### src/rtl/bus_gate_arbiter_if.sv
// Bus-gate handshake bundle: per-driver request/last in, one-hot tri-state enables out.
interface bus_gate_arbiter_if #(
  parameter int NREQ = 4,
  parameter int IDW  = 2
);
  logic [NREQ-1:0] req;
  logic [NREQ-1:0] last;
  logic [NREQ-1:0] gate_en;
  logic [IDW-1:0]  owner;
  logic            bus_valid;
  logic            timeout;

  modport master (
    output req, last,
    input  gate_en, owner, bus_valid, timeout
  );

  modport slave (
    input  req, last,
    output gate_en, owner, bus_valid, timeout
  );
endinterface

### src/rtl/bus_gate_arbiter.sv
// Round-robin owner of the shared system bus: registered one-hot gate enables,
// per-owner hold limit, optional all-off turnaround cycle between owners.
module bus_gate_arbiter #(
  parameter int NREQ       = 4,
  parameter int IDW        = 2,
  parameter int MAX_HOLD   = 8,
  parameter int TURNAROUND = 1
) (
  input  logic              clk_i,
  input  logic              rst_i,
  bus_gate_arbiter_if.slave bus
);
  localparam int CW = $clog2(MAX_HOLD + 1);

  typedef enum logic [1:0] {
    IDLE = 2'd0,
    OWN  = 2'd1,
    TURN = 2'd2
  } state_e;

  state_e          state_q, state_d;
  logic [NREQ-1:0] gate_q, gate_d;
  logic [IDW-1:0]  owner_q, owner_d;
  logic [IDW-1:0]  rr_ptr_q, rr_ptr_d;
  logic [CW-1:0]   hold_cnt_q, hold_cnt_d;
  logic            bus_valid_q, bus_valid_d;
  logic            timeout_q, timeout_d;

  logic            win_found;
  logic [IDW-1:0]  win_idx;
  logic            own_req, own_last, hold_full, release_own;

  // Rotating priority search starting at rr_ptr; first requester wins.
  always_comb begin
    int idx;
    win_found = 1'b0;
    win_idx   = '0;
    idx       = 0;
    for (int k = 0; k < NREQ; k++) begin
      idx = (int'(rr_ptr_q) + k) % NREQ;
      if (!win_found && bus.req[IDW'(idx)]) begin
        win_found = 1'b1;
        win_idx   = IDW'(idx);
      end
    end
  end

  assign own_req     = bus.req[owner_q];
  assign own_last    = bus.last[owner_q];
  assign hold_full   = (hold_cnt_q == CW'(MAX_HOLD));
  assign release_own = !own_req || own_last || hold_full;

  always_comb begin
    logic do_arb;
    state_d     = state_q;
    gate_d      = gate_q;
    owner_d     = owner_q;
    rr_ptr_d    = rr_ptr_q;
    hold_cnt_d  = hold_cnt_q;
    bus_valid_d = bus_valid_q;
    timeout_d   = 1'b0;
    do_arb      = 1'b0;

    case (state_q)
      IDLE, TURN: do_arb = 1'b1;
      OWN: begin
        if (release_own) begin
          // Flag only releases forced purely by the hold limit.
          timeout_d = own_req && !own_last;
          if (TURNAROUND != 0) begin
            gate_d      = '0;
            bus_valid_d = 1'b0;
            state_d     = TURN;
          end else begin
            do_arb = 1'b1;
          end
        end else begin
          hold_cnt_d = hold_cnt_q + CW'(1);
        end
      end
      default: begin
        gate_d      = '0;
        bus_valid_d = 1'b0;
        state_d     = IDLE;
      end
    endcase

    if (do_arb) begin
      if (win_found) begin
        gate_d          = '0;
        gate_d[win_idx] = 1'b1;
        owner_d         = win_idx;
        bus_valid_d     = 1'b1;
        hold_cnt_d      = CW'(1);
        rr_ptr_d        = IDW'((int'(win_idx) + 1) % NREQ);
        state_d         = OWN;
      end else begin
        gate_d      = '0;
        bus_valid_d = 1'b0;
        state_d     = IDLE;
      end
    end
  end

  always_ff @(posedge clk_i) begin
    if (rst_i) begin
      state_q     <= IDLE;
      gate_q      <= '0;
      owner_q     <= '0;
      rr_ptr_q    <= '0;
      hold_cnt_q  <= '0;
      bus_valid_q <= 1'b0;
      timeout_q   <= 1'b0;
    end else begin
      state_q     <= state_d;
      gate_q      <= gate_d;
      owner_q     <= owner_d;
      rr_ptr_q    <= rr_ptr_d;
      hold_cnt_q  <= hold_cnt_d;
      bus_valid_q <= bus_valid_d;
      timeout_q   <= timeout_d;
    end
  end

  assign bus.gate_en   = gate_q;
  assign bus.owner     = owner_q;
  assign bus.bus_valid = bus_valid_q;
  assign bus.timeout   = timeout_q;
endmodule
### src/flat_wrapper.sv
// flat-port wrapper written by rule: the top's interface ports become plain ports
module bus_gate_arbiter_flat 
#(
  parameter int NREQ       = 4,
  parameter int IDW        = 2,
  parameter int MAX_HOLD   = 8,
  parameter int TURNAROUND = 1
)
  (clk_i, rst_i, bus_req, bus_last, bus_gate_en, bus_owner, bus_bus_valid, bus_timeout);
  bus_gate_arbiter_if #(.NREQ(NREQ), .IDW(IDW)) bus_i ();
  input  logic clk_i;
  input  logic rst_i;
  input wire logic [$bits(bus_i.req)-1:0] bus_req;
  input wire logic [$bits(bus_i.last)-1:0] bus_last;
  output wire logic [$bits(bus_i.gate_en)-1:0] bus_gate_en;
  output wire logic [$bits(bus_i.owner)-1:0] bus_owner;
  output wire logic [$bits(bus_i.bus_valid)-1:0] bus_bus_valid;
  output wire logic [$bits(bus_i.timeout)-1:0] bus_timeout;
  assign bus_i.req = bus_req;
  assign bus_i.last = bus_last;
  assign bus_gate_en = bus_i.gate_en;
  assign bus_owner = bus_i.owner;
  assign bus_bus_valid = bus_i.bus_valid;
  assign bus_timeout = bus_i.timeout;
  bus_gate_arbiter #(.NREQ(NREQ), .IDW(IDW), .MAX_HOLD(MAX_HOLD), .TURNAROUND(TURNAROUND)) u_core (.clk_i(clk_i), .rst_i(rst_i), .bus(bus_i));
endmodule
### config.mk
export PLATFORM = sky130hd
export DESIGN_NAME = bus_gate_arbiter_flat
export DESIGN_NICKNAME = d
export VERILOG_FILES = /design/src/rtl/bus_gate_arbiter_if.sv /design/src/rtl/bus_gate_arbiter.sv /design/src/flat_wrapper.sv
export SDC_FILE = /design/constraint.sdc
export NUM_CORES = 1
export LEC_CHECK = 0
export ABC_AREA = 1
export BUFFER_PORTS_ARGS = -buffer_cell sky130_fd_sc_hd__buf_2
export CAP_MARGIN = 15
export CORE_MARGIN = 4
export CORE_UTILIZATION = 40
export DETAILED_ROUTE_END_ITERATION = 10
export GPL_ROUTABILITY_DRIVEN = 0
export PLACE_DENSITY = 0.6
export SYNTH_ARGS = -nofsm -noshare
export SYNTH_HDL_FRONTEND = slang
export SYNTH_SLANG_ARGS = --single-unit
### constraint.sdc
create_clock -name clk_i -period 2.3 [get_ports clk_i]
set_input_delay 0.115 -clock clk_i [delete_from_list [all_inputs] [get_ports clk_i]]
set_output_delay 0.115 -clock clk_i [all_outputs]
set_load 0.05 [all_outputs]
After elaboration in Yosys (flattened, before gate mapping) --
Index checks and enable logic that the tools add are counted.
Word-level totals: register bits after elaboration 16, latch bits 0, memory bits (writable) 0, memory bits (read-only) 0, input bits 10, word-level logic and storage cells 86, memories 0
Operators by class: add/sub/neg operators 5, multiply operators 0, divide/modulo/power cells 0, order comparisons 7, equality and inequality tests 5, shifts and indexed selects 0, mux-type cells 43, bitwise logic cells 2, reductions and logical operators 17
Operators by type and width (count):
- $mux 4 | 7
- $mux 1 | 20
- $lt 2x4->1 const B | 4
- $bmux 1 s2 | 6
- $mux 2 | 6
- $pmux 4 s2 | 1
- $lt 2x3->1 const B | 2
- $logic_and 1x1->1 | 5
- $logic_not 1->1 | 5
- $add 2x1->2 const B | 2
- $add 2x2->2 const B | 2
- $add 4x1->4 const B | 1
- $eq 4x4->1 const B | 1
- $pmux 2 s2 | 1
- $reduce_and 2->1 | 2
- $ne 3x1->1 const B | 1
- $reduce_or 3->1 | 1
- $demux 1 s2 | 1
- $eq 2x1->1 const B | 1
- $eq 2x2->1 const B | 1
- $ge 2x1->1 const B | 1
- $logic_not 2->1 | 1
- $logic_or 1x1->1 | 2
- $ne 2x1->1 const B | 1
- other kinds (3) | 4

Logic depth before layout (Yosys ltp) --
depth in word-level cells 19, depth in mapped cells 14

Worst setup path before layout --
No wires, ideal clock.
path type register -> register, start register u_core.rr_ptr_q[0], end register u_core.rr_ptr_q[1], setup time 117 ps, arrival time 1548 ps, data required time 2183 ps, setup slack 635 ps, stages on the path, launching flop included 14, buffers on the path 1, path through dfxtp_1 buf_6 inv_8 nand2_1 nand2_2 nand2_2 nand2_4 nor2_8 nand3_4 nand3_1 inv_1 ha_1 nand2_1 o21ai_1
Between the ends: word-level cells in the longest chain between the ends 14, elaborated cells on any way between the ends 31, classes of those cells add/sub (4); mux (20); reduce/logical (7)
RTL lines:
- start: declaration | line bus_gate_arbiter.sv:24 | logic [IDW-1:0] rr_ptr_q, rr_ptr_d;
- start signal: assignment | line bus_gate_arbiter.sv:118 | rr_ptr_q <= rr_ptr_d;
- parallel branches: the longest is 12 deep, another holds $add 2x1->2
- $mux 2 * | line bus_gate_arbiter.sv:41 | if (!win_found && bus.req[IDW'(idx)]) begin
- named net u_core.win_idx[0] | line bus_gate_arbiter.sv:30 | logic [IDW-1:0] win_idx;
- $add 2x1->2 * | line bus_gate_arbiter.sv:95 | rr_ptr_d = IDW'((int'(win_idx) + 1) % NREQ);
Mark *: on every way through the listed nets, which the timed path passes. The select of a mux whose other input is x is not followed. A chain may end at the register's enable or synchronous reset.

Worst setup path after layout --
Ends and elaborated chain as after synthesis.

==> key figures <==
Floorplanning
  • Starting density of the core: 0.4172
  • Chip Height: 58.83 um
  • CORE AREA: 0.002477 mm^2
  • Die Area: 0.003461 mm^2
  • Row cnt: 18
  • Die span in x: 58.83 um
  • I/O pins: 18

Run status
  • Status: finished, final reports clean

Clocking
  • CTS tree: yes
  • TritonCTS Buffers: 3
  • Clock Tree Buf Depth: 2
  • Post-CTS Setup Repair Bufs: 0
  • Clock latency on the worst-skew pair: 280 ps
  • H-Tree Level Count: 1
  • CTS Root Buffer Type: clkbuf_4
  • CTS clk-pin slew, worst paths: 80 ps
  • Hold buffers post-CTS: 0
  • Post-CTS sizing: 0
  • Clock sink total: 15

Placed design
  • IO buf count: 17
  • Placed Area: 0.001137 mm^2
  • DP HPWL: 1713 um

Global routing
  • All-layer global routing usage: 0.1401
  • Met3 Resource Use GR: 0.05263
  • Met2 usage: 0.2256
  • Most used routing layer: met2
  • Grt met1 use: 0.1744
  • Vias in the first global route: 915
  • Largest net degree at the start of global routing: 12
  • Global-route wire length before repair: 3767 um
  • Initial antenna violation count: 0
  • Total global routing overflow: 0

Synth
  • Synth top area cells: dfxtp_1, nand2_1, nand3_1
  • Synth area leader: dfxtp_1
  • Post-Syn Instances: 152
  • Seq/Total Area, Yosys: 0.2906
  • Ys async rst share: 0
  • Synthesized area: 0.001033 mm^2
  • Post-synth top area share: 0.2906
  • Distinct cells, synth: 24
  • #FFs+latches synth: 15
  • Ys flop type: dfxtp_1
  • Syn nets: 168
  • Syn Area/Cell: 6.799 um^2
  • YS warnings: 0
  • Synth cell count leaders: nand2_1, nand3_1, inv_1
  • Count leader, synth: nand2_1
  • EDFF count, synth: 0

STA
  • Maximum clock rate: 498.8 MHz
  • Hold Vio Cnt, Final: 0
  • Slew HR: 0.7001
  • # setup viols final: 0
  • RSZ-0062 raised after global routing: no
  • Post-route minimum period: 2005 ps
  • Worst slew pin tran: 449.2 ps
  • TNS Setup: 0 ps
  • Worst Hold Slack: 46.67 ps
  • Max Slew Vio Count: 0
  • Period utilization: 0.8717
  • Fin Clk Skew: 1.418 ps

Detailed routing
  • DRC violations left: 0
  • Drt total wl: 2112 um
  • 1st-iter DRT viols: 25
  • Antenna Nets Post-Route: 0
  • Routed len/inst: 10.51 um
  • Vias: 946
  • Vias/cell: 4.706
  • Drt first pass iters: 4

Setup path
  • Crit Path Category: flop to flop
  • Worst Path Buf+Inv: 1
  • Worst Path Arrival: 2180 ps
  • Critical path startpoint category: flop
  • CP max stage delay: 610 ps
  • WP data required: 2480 ps
  • Crit end category: flop
  • Critical-path cell list: nand2_1, nand3_1, nand2_2, nor2_8, nand3_4, nand3_1, inv_1, ha_1, nand2_1, o21ai_1
  • Critical-path top delay cell: dfxtp_1
  • CP Max Fanout: 10
  • Family with the most delay on the worst path: simple AND/OR/NAND/NOR gates

Min path
  • Hold Path Class: primary input to flop

Power and ir drop
  • Pwr Density: 1242 mW/mm^2
  • Switching share of power: 0.5355
  • Flop pwr share: 0.271
  • Internal power: 671.5 uW
  • Power share of the clock group: 0.103
  • Lkg Pwr: 0.6331 nW
  • Worst VDD drop: 0.6647 mV
  • Gate power share: 0.625
  • Net Switching: 774.1 uW

Final layout
  • Layout net count: 188
  • Number of diodes: 0
  • Layout cells sized above 1: 0.2222
  • Final instance area: 0.001164 mm^2
  • Area grow syn2layout: 12.59%

Job
  • Max-cap violations: 0
[power by group through the flow]
| stage | Clock, mW | Combinational, mW | Sequential, mW |
|---|---|---|---|
| floorplan | 0 | 0.650 | 0.499 |
| global placement | 0 | 0.904 | 0.393 |
| detailed placement | 0 | 0.901 | 0.398 |
| CTS | 0.155 | 0.915 | 0.393 |
| global route | 0.168 | 1.02 | 0.403 |
| finish | 0.149 | 0.904 | 0.392 |
[flip-flops by register name, summed over array words and instances, names as in the netlist]
| name | flops |
|---|---|
| u_core.bus.bus_valid | 1 |
| u_core.bus.gate_en | 4 |
| u_core.bus.owner | 2 |
| u_core.bus.timeout | 1 |
| u_core.hold_cnt_q | 4 |
| u_core.rr_ptr_q | 2 |
| u_core.state_q | 1 |
[per-stage QoR]
stage	std cells	setup WS [ps]	power (mW)	util
3_3_place_gp	197	397.7	1.297	0.4591
6_report	201	295.2	1.446	0.4697
3_5_place_dp	197	291.1	1.299	0.4591
2_1_floorplan	152	635.2	1.148	-
4_1_cts	201	275.9	1.463	0.4697
5_1_grt	201	135.8	1.587	0.4697
[worst paths after layout]
| path | slack (ps) | from | to | cells after the start |
|---|---|---|---|---|
| worst max-delay path | 300 | u_core.rr_ptr_q[0]$_SDFFE_PP0P_ | u_core.rr_ptr_q[1]$_SDFFE_PP0P_ | 10 |
| worst min-delay path | 50 | rst_i | u_core.bus.bus_valid$_SDFFE_PP0P_ | 2 |
| worst max register to register | 300 | u_core.rr_ptr_q[0]$_SDFFE_PP0P_ | u_core.rr_ptr_q[1]$_SDFFE_PP0P_ | 10 |
| worst min register to register | 470 | u_core.hold_cnt_q[3]$_SDFF_PP0_ | u_core.hold_cnt_q[3]$_SDFF_PP0_ | 2 |
[logic make-up (layout without fill, tap and decap cells)]
logic type               count (synthesis)  count (layout)  synth area share
AND/OR/NAND/NOR                         96              96            0.4709
buffers and inverters                   27              46            0.1162
flip-flops                              15              15            0.2906
AO/OA/AOI/OAI                            7               7           0.04116
XOR/XNOR                                 1               1          0.008476
adder cells (fa/ha/maj)                  6               6           0.07264
[per-layer routing]
layer  wire length, um  up-vias
met5                 0        -
met4                25        0
met3               145        4
met2               915       27
met1              1025      404
li1                  -      511
[cell type report]
class,count,area [um^2]
Timing Repair Buffer,17,85.08
Clock buffer,4,26.28
Multi-Input combinational cell,110,613.1
Inverter,25,101.3
Sequential cell,15,300.3
Fill cell,277,1314
Tap cell,30,37.54
[layout by cell type (no fill, tap or decap), drive strengths merged]
cell type,n
ha,6
nor2,8
nand4,1
xor2,1
o21ai,4
nand3b,1
nand2,58
nand3,27
nor3,1
dfxtp,15
clkbuf,4
inv,25
buf,17
a21oi,3
Note: power is estimated with default switching activity, not from simulation.
